### config.mk
export PLATFORM = sky130hd
export DESIGN_NAME = viterbi_link_k3
export DESIGN_NICKNAME = d
export VERILOG_FILES = /design/src/rtl/viterbi_link_k3.sv
export SDC_FILE = /design/constraint.sdc
export NUM_CORES = 2
export LEC_CHECK = 0
export CAP_MARGIN = 5
export CORE_MARGIN = 2
export CORE_UTILIZATION = 55
export CTS_BUF_LIST = sky130_fd_sc_hd__clkbuf_4 sky130_fd_sc_hd__clkbuf_8 sky130_fd_sc_hd__clkbuf_16
export CTS_CLUSTER_DIAMETER = 60
export DETAILED_ROUTE_END_ITERATION = 12
export HOLD_SLACK_MARGIN = 0.1
export PLACE_DENSITY = 0.68
export RECOVER_POWER = 100
export SYNTH_ARGS = -nofsm -noshare
export SYNTH_HDL_FRONTEND = slang
export SYNTH_SLANG_ARGS = --single-unit
### constraint.sdc
create_clock -name clk -period 8.2 [get_ports clk]
set_clock_uncertainty 0.1 [all_clocks]
set_input_delay 1.64 -clock clk [delete_from_list [all_inputs] [get_ports clk]]
set_output_delay 1.64 -clock clk [all_outputs]
set_load 0.01 [all_outputs]
### src/rtl/viterbi_link_k3.sv
// K=3 rate-1/2 convolutional encoder -> error-injecting channel -> 4-state hard-decision Viterbi decoder.
// Define VITERBI_ERR_INJ_EN to enable deterministic channel error injection.
module viterbi_link_k3 #(
    parameter int unsigned LATENCY  = 4105,
    parameter int unsigned TB_DEPTH = 64,
    parameter int unsigned PM_W     = 8
) (
    input  logic clk,
    input  logic rst,
    input  logic encoder_i,
    input  logic enable_encoder_i,
    output logic decoder_o
);

    // Register-exchange survivors one bit longer than TB_DEPTH; the delay line makes up the rest.
    localparam int unsigned DEPTH = TB_DEPTH + 1;
    localparam int unsigned DLY   = LATENCY - DEPTH;

    logic            d;
    logic [1:0]      s;
    logic [1:0]      enc_pair;
    logic [1:0]      rx;
    logic [31:0]     word_ct;
    logic [1:0]      err_inj;
    logic [31:0]     error_counter;
    logic [32:0]     ec_sum;

    logic [PM_W-1:0]  pm      [4];
    logic [PM_W-1:0]  pm_nxt  [4];
    logic [1:0]       pred    [4];
    logic [DEPTH-1:0] paths   [4];
    logic [1:0]       best;
    logic             dec_raw;
    logic [DLY-1:0]   dly;

    assign d = encoder_i & enable_encoder_i;

`ifdef VITERBI_ERR_INJ_EN
    assign err_inj = (word_ct[3:0] == 4'hF) ? (word_ct[4] ? 2'b10 : 2'b01) : 2'b00;
`else
    assign err_inj = 2'b00;
`endif

    assign rx     = enc_pair ^ err_inj;
    assign ec_sum = {1'b0, error_counter} + 33'(err_inj[1]) + 33'(err_inj[0]);

    function automatic logic [1:0] branch_metric(input logic [1:0] r, input logic [1:0] p,
                                                 input logic b);
        logic [1:0] x;
        x = r ^ {b ^ p[1] ^ p[0], b ^ p[0]};
        return {1'b0, x[1]} + {1'b0, x[0]};
    endfunction

    function automatic logic [PM_W-1:0] sat_add(input logic [PM_W-1:0] a, input logic [1:0] b);
        logic [PM_W:0] sum;
        sum = {1'b0, a} + {{(PM_W-1){1'b0}}, b};
        return sum[PM_W] ? '1 : sum[PM_W-1:0];
    endfunction

    // Predecessors of state {b,s1} are {s1,0} and {s1,1}; a tie keeps the lower one.
    always_comb begin
        logic [1:0]      st;
        logic [PM_W-1:0] m0;
        logic [PM_W-1:0] m1;
        logic            all_msb;
        st      = '0;
        m0      = '0;
        m1      = '0;
        all_msb = 1'b1;
        for (int unsigned i = 0; i < 4; i++) begin
            st        = 2'(i);
            m0        = sat_add(pm[{st[0], 1'b0}], branch_metric(rx, {st[0], 1'b0}, st[1]));
            m1        = sat_add(pm[{st[0], 1'b1}], branch_metric(rx, {st[0], 1'b1}, st[1]));
            pred[i]   = {st[0], (m1 < m0)};
            pm_nxt[i] = (m1 < m0) ? m1 : m0;
            all_msb   = all_msb & pm_nxt[i][PM_W-1];
        end
        if (all_msb) begin
            for (int unsigned i = 0; i < 4; i++) begin
                pm_nxt[i][PM_W-1] = 1'b0;
            end
        end
    end

    always_comb begin
        best = 2'd0;
        for (int unsigned i = 1; i < 4; i++) begin
            if (pm[i] < pm[best]) begin
                best = 2'(i);
            end
        end
    end

    assign dec_raw   = paths[best][DEPTH-1];
    assign decoder_o = dly[DLY-1];

    always_ff @(posedge clk) begin
        if (rst) begin
            s             <= '0;
            enc_pair      <= '0;
            word_ct       <= '0;
            error_counter <= '0;
            pm[0]         <= '0;
            for (int unsigned i = 1; i < 4; i++) begin
                pm[i] <= '1;
            end
            for (int unsigned i = 0; i < 4; i++) begin
                paths[i] <= '0;
            end
            dly <= '0;
        end else begin
            enc_pair      <= {d ^ s[1] ^ s[0], d ^ s[0]};
            s             <= {d, s[1]};
            word_ct       <= word_ct + 32'(enable_encoder_i);
            error_counter <= ec_sum[32] ? '1 : ec_sum[31:0];
            for (int unsigned i = 0; i < 4; i++) begin
                pm[i]    <= pm_nxt[i];
                paths[i] <= {paths[pred[i]][DEPTH-2:0], 1'(i >> 1)};
            end
            dly <= {dly[DLY-2:0], dec_raw};
        end
    end

endmodule

# Word-level counts from Yosys, hierarchy flattened
# Memory sizes are Yosys's and may differ from the RTL's. A register that Yosys moved wholly into a read port is not among the register bits.
# Cells that the tools add are included.
[totals]
register_bits = 4044
input_bits = 4
ramBits = 292
memories = 2
[memory_table]
columns = ["memory", "depth", "width", "rd", "rd_ports_with_merged_regs", "wr", "line", "text"]
rows = [
  ["paths", 4, 65, 5, 1, 4, "31", "logic [DEPTH-1:0] paths [4];"],
  ["pm", 4, 8, 6, 0, 4, "28", "logic [PM_W-1:0] pm [4];"],
]
[op_classes]
bitwise_logic = 18
n_lt_le_gt_ge = 7
muxes = 30
n_addsub = 12
[op_table]
columns = ["cell", "count"]
rows = [
  ["$mux W65", 4],
  ["$mux W8", 16],
  ["$add A8 B2 Y9", 8],
  ["$lt A8 B8 Y1", 7],
  ["$add A1 B1 Y2", 4],
  ["$mux W1", 8],
  ["$or A1 B1 Y1", 8],
  ["$and A1 B1 Y1", 4],
  ["$mux W2", 2],
  ["$xor A1 B1 Y1", 3],
  ["$not A1 Y1", 2],
  ["$not A2 Y2", 1],
]

# Logic depth before layout (Yosys ltp)
[depth]
depth_word = 11
depth_mapped = 24
depth_no_buf = 21

# Least setup slack after synthesis
# Ideal clock, no wire load.
[synth_timing]
kind = "register to register"
startpoint = "memory pm[0][5]"
endpoint = "register dly[0] (read register of paths)"
period_less_slack_ns = 4.377
path_stages_with_launch = 23
n_path_buf = 2
path_slack_ns = 3.823
arrival_ns = 4.185
path_cell_list = "dfxtp_1 -> inv_1 -> ha_1 -> a211o_1 -> a21oi_1 -> o31ai_2 -> buf_2 -> mux2i_1 -> ha_1 -> a211o_1 -> or2_2 -> a21o_1 -> o41a_2 -> buf_2 -> nand2_1 -> o21ai_1 -> ha_1 -> and4_1 -> o211ai_1 -> a31oi_1 -> o21a_1 -> o21ai_0 -> o32ai_1"
[synth_rtl]
columns = ["element", "line", "text"]
rows = [
  ["start, declared", "28", ""],
  ["end, declared", "34", "logic [DLY-1:0] dly;"],
]

==> impl_results.md <==
* Result of the run: finished, violations left
* Failing checks: capacitance limit, slew limit
* CTS buffer count at 414
* Ports at 5
* Initial core utilization at 0.552
* Sink Count at 4331
* Hold Crit Depth at 1
* Sw Pwr at 10.8 mW
* CP startpoint kind: primary input
* Row cnt at 172
* Core box area at 219000 µm²
* Syn nets at 10200
* CTS root buf: clkbuf_16
* Gate Count Post-Synth at 10100
* Maximum vdd drop at 0.580 mV
* Post-synth EDFFs at 0
* Drt pass-1 iters at 5
* Vias per cell at 4.44
* CTS Hold Bufs at 0
* Initial antenna violation count at 2
* Post-Route WL at 159000 µm
* Post-synth cell types at 62
* DR vias at 58600
* Nets at 10100
* Die ar. at 224000 µm²
* Fraction of layout cells with a size suffix above 1 at 0.0757
* Sw frac at 0.241
* Reg2reg start: enc_pair[0]
* Power density of the placed cells at 327 nW/µm²
* Synthesized area per cell at 12.0 µm²
* Crit path max fanout at 150
* Fill count at 16700
* Fin. Hold Viols at 0
* Dpl cell area at 123000 µm²
* Fmax at 163 MHz
* Max-slew headroom at -2.27
* Total power at 44.7 mW
* GRT Overall Usage at 0.143
* Vias in the first global route at 58100
* P_int at 33.9 mW
* Fin worst setup slack at 2.06 ns
* Largest net degree at the start of global routing at 258
* H-tree depth at 5
* RSZ-0062 raised after global routing: no
* Hold Path Class: flop to flop
* Post-detail-place hpwl at 76600 µm
* Leading area contributor after synthesis: dfxtp_1
* DRC Markers at 0
* Placer Congestion at 0.763
* Die Y at 473 µm
* Yosys top cell area share at 0.717
* CP endpoint kind: flop
* Setup CP Type: primary input to flop
* Synth Warn # at 0
* Post-synthesis sequential area ratio at 0.717
* Combinational power share at 0.091
* LEAKAGE at 53.6 nW
* WL per Instance at 12.0 µm
* PostCTS Resize Cnt at 0
* Clock share of power at 0.433
* Min Tclk post-route at 6.14 ns
* Final Max Slew Viols at 3658
* Die W at 473 µm
* Yosys reg bits at 4331
* Max-cap violations at 30
* Setup TNS at 0 ns
* CP startpoint: rst
* Clock latency on the worst-skew pair at 0.94 ns
* Number of port buffers at 4
* Leading post-synthesis cells by cell area: dfxtp_1 (72%), nor2b_1 (21%), clkbuf_1 (1.5%)
* Ys flop type: dfxtp_1
* Post-Synthesis Cell Area at 121000 µm²
* Critical Path RT at 8.71 ns
* Commonest non-fill, non-tap cells in the layout: dfxtp_1 (4331), nor2b_1 (4050), nand2_1 (446), clkbuf_16 (424), a21oi_1 (203)
* Asr flop ratio synth at 0
* CTS tree: built
* Global route total overflow at 0
* First-pass GRT wire length at 279000 µm
* Worst-margin pin slew at 4.90 ns
* Worst reg2reg path depth at 14
* Clk buf depth at 4
* Final worst-path cycle share at 0.749
* Final Setup Violations at 0
* Place WS at 2.87 ns
* Starting DRT DRC Count at 2639
* Fin area at 137000 µm²
* ANT nets after route at 0
* HP Start: dly[3638]
* Clk slew on worst S/H paths at 0.06 ns
* Commonest non-fill, non-tap cell in the layout: dfxtp_1
* Sequential share of power at 0.476
* Critical path data arrival time at 6.65 ns
* Synth-to-Final Area Change at 13.2%
* Post-CTS Repair Setup Buffers at 0
## cells in the mapped netlist (13+ instances only)
library cell  count
o21ai_1          19
nor2b_1        4050
ha_1             65
buf_2            36
clkbuf_1        489
nor3_1           13
buf_4            17
mux2i_1          71
dfxtp_1        4331
nand2_1         446
xnor2_1          19
a21oi_1         203
inv_1            36
nor2_1          113
o21ai_0          29
## cell families after synthesis
kind of cell / after synthesis / synth area share
compound gates: 321 / 0.0153
fa+ha+maj: 73 / 0.00805
flops: 4331 / 0.717
simple gates: 4683 / 0.231
xor+xnor: 29 / 0.00210
buf+inv: 589 / 0.0200
mux: 79 / 0.00665
## worst paths after layout
| check | end | slack (ns) |
|---|---|---|
| max | paths[0][32] | 2.06 |
| min | dly[3639] | 0.30 |
| max reg2reg | pm[2][5] | 2.13 |
| min reg2reg | dly[3639] | 0.30 |
## stage by stage
step | std cells | utilization | hold WS (ns)
after floorplan | 10100 | - | 0.314
after global routing | 13200 | 0.625 | 0.323
after CTS | 13200 | 0.626 | 0.298
after detailed placement | 12500 | 0.560 | 0.320
final | 13200 | 0.625 | 0.295
after global placement | 12500 | 0.560 | 0.316
## sequential cells by signal, summed over array words and instances (netlist names)
signal    count
s             2
dly        4040
pm           32
enc_pair      2
paths       255
## power by group through the flow
stage	Clock, mW	Combinational [mW]	Sequential, mW
6_report	19.3	4.09	21.3
5_1_grt	20.7	4.56	21.3
4_1_cts	19.8	4.26	21.3
3_5_place_dp	0	4.24	21.7
3_3_place_gp	0	4.23	21.7
2_1_floorplan	0	3.41	21.6
## critical path: stages
cell and delay [ns]:
buf_16 0.41, buf_12 0.53, dlymetal6s4s_1 3.50, nor2_1 0.19
## final cells by class
class                           count  area, µm²  share of cell area
Sequential cell                  4331      86700               0.634
Multi-Input combinational cell   5185      31800               0.232
Clock buffer                      592      12400              0.0907
Tap cell                         2871       3590              0.0263
Clock inverter                    147       1870              0.0137
Timing Repair Buffer               42        330             0.00241
Inverter                           36        135            0.000988
Antenna cell                        2       5.00           0.0000366
## layer usage
layer	vias to the layer above	track usage	share of wire
met5	-	0	0
met4	0	0.0548	0.028
met3	389	0.0283	0.034
met2	600	0.205	0.41
met1	27000	0.214	0.53
li1	30600	-	-
No activity file was read; power rests on OpenSTA's default activity.
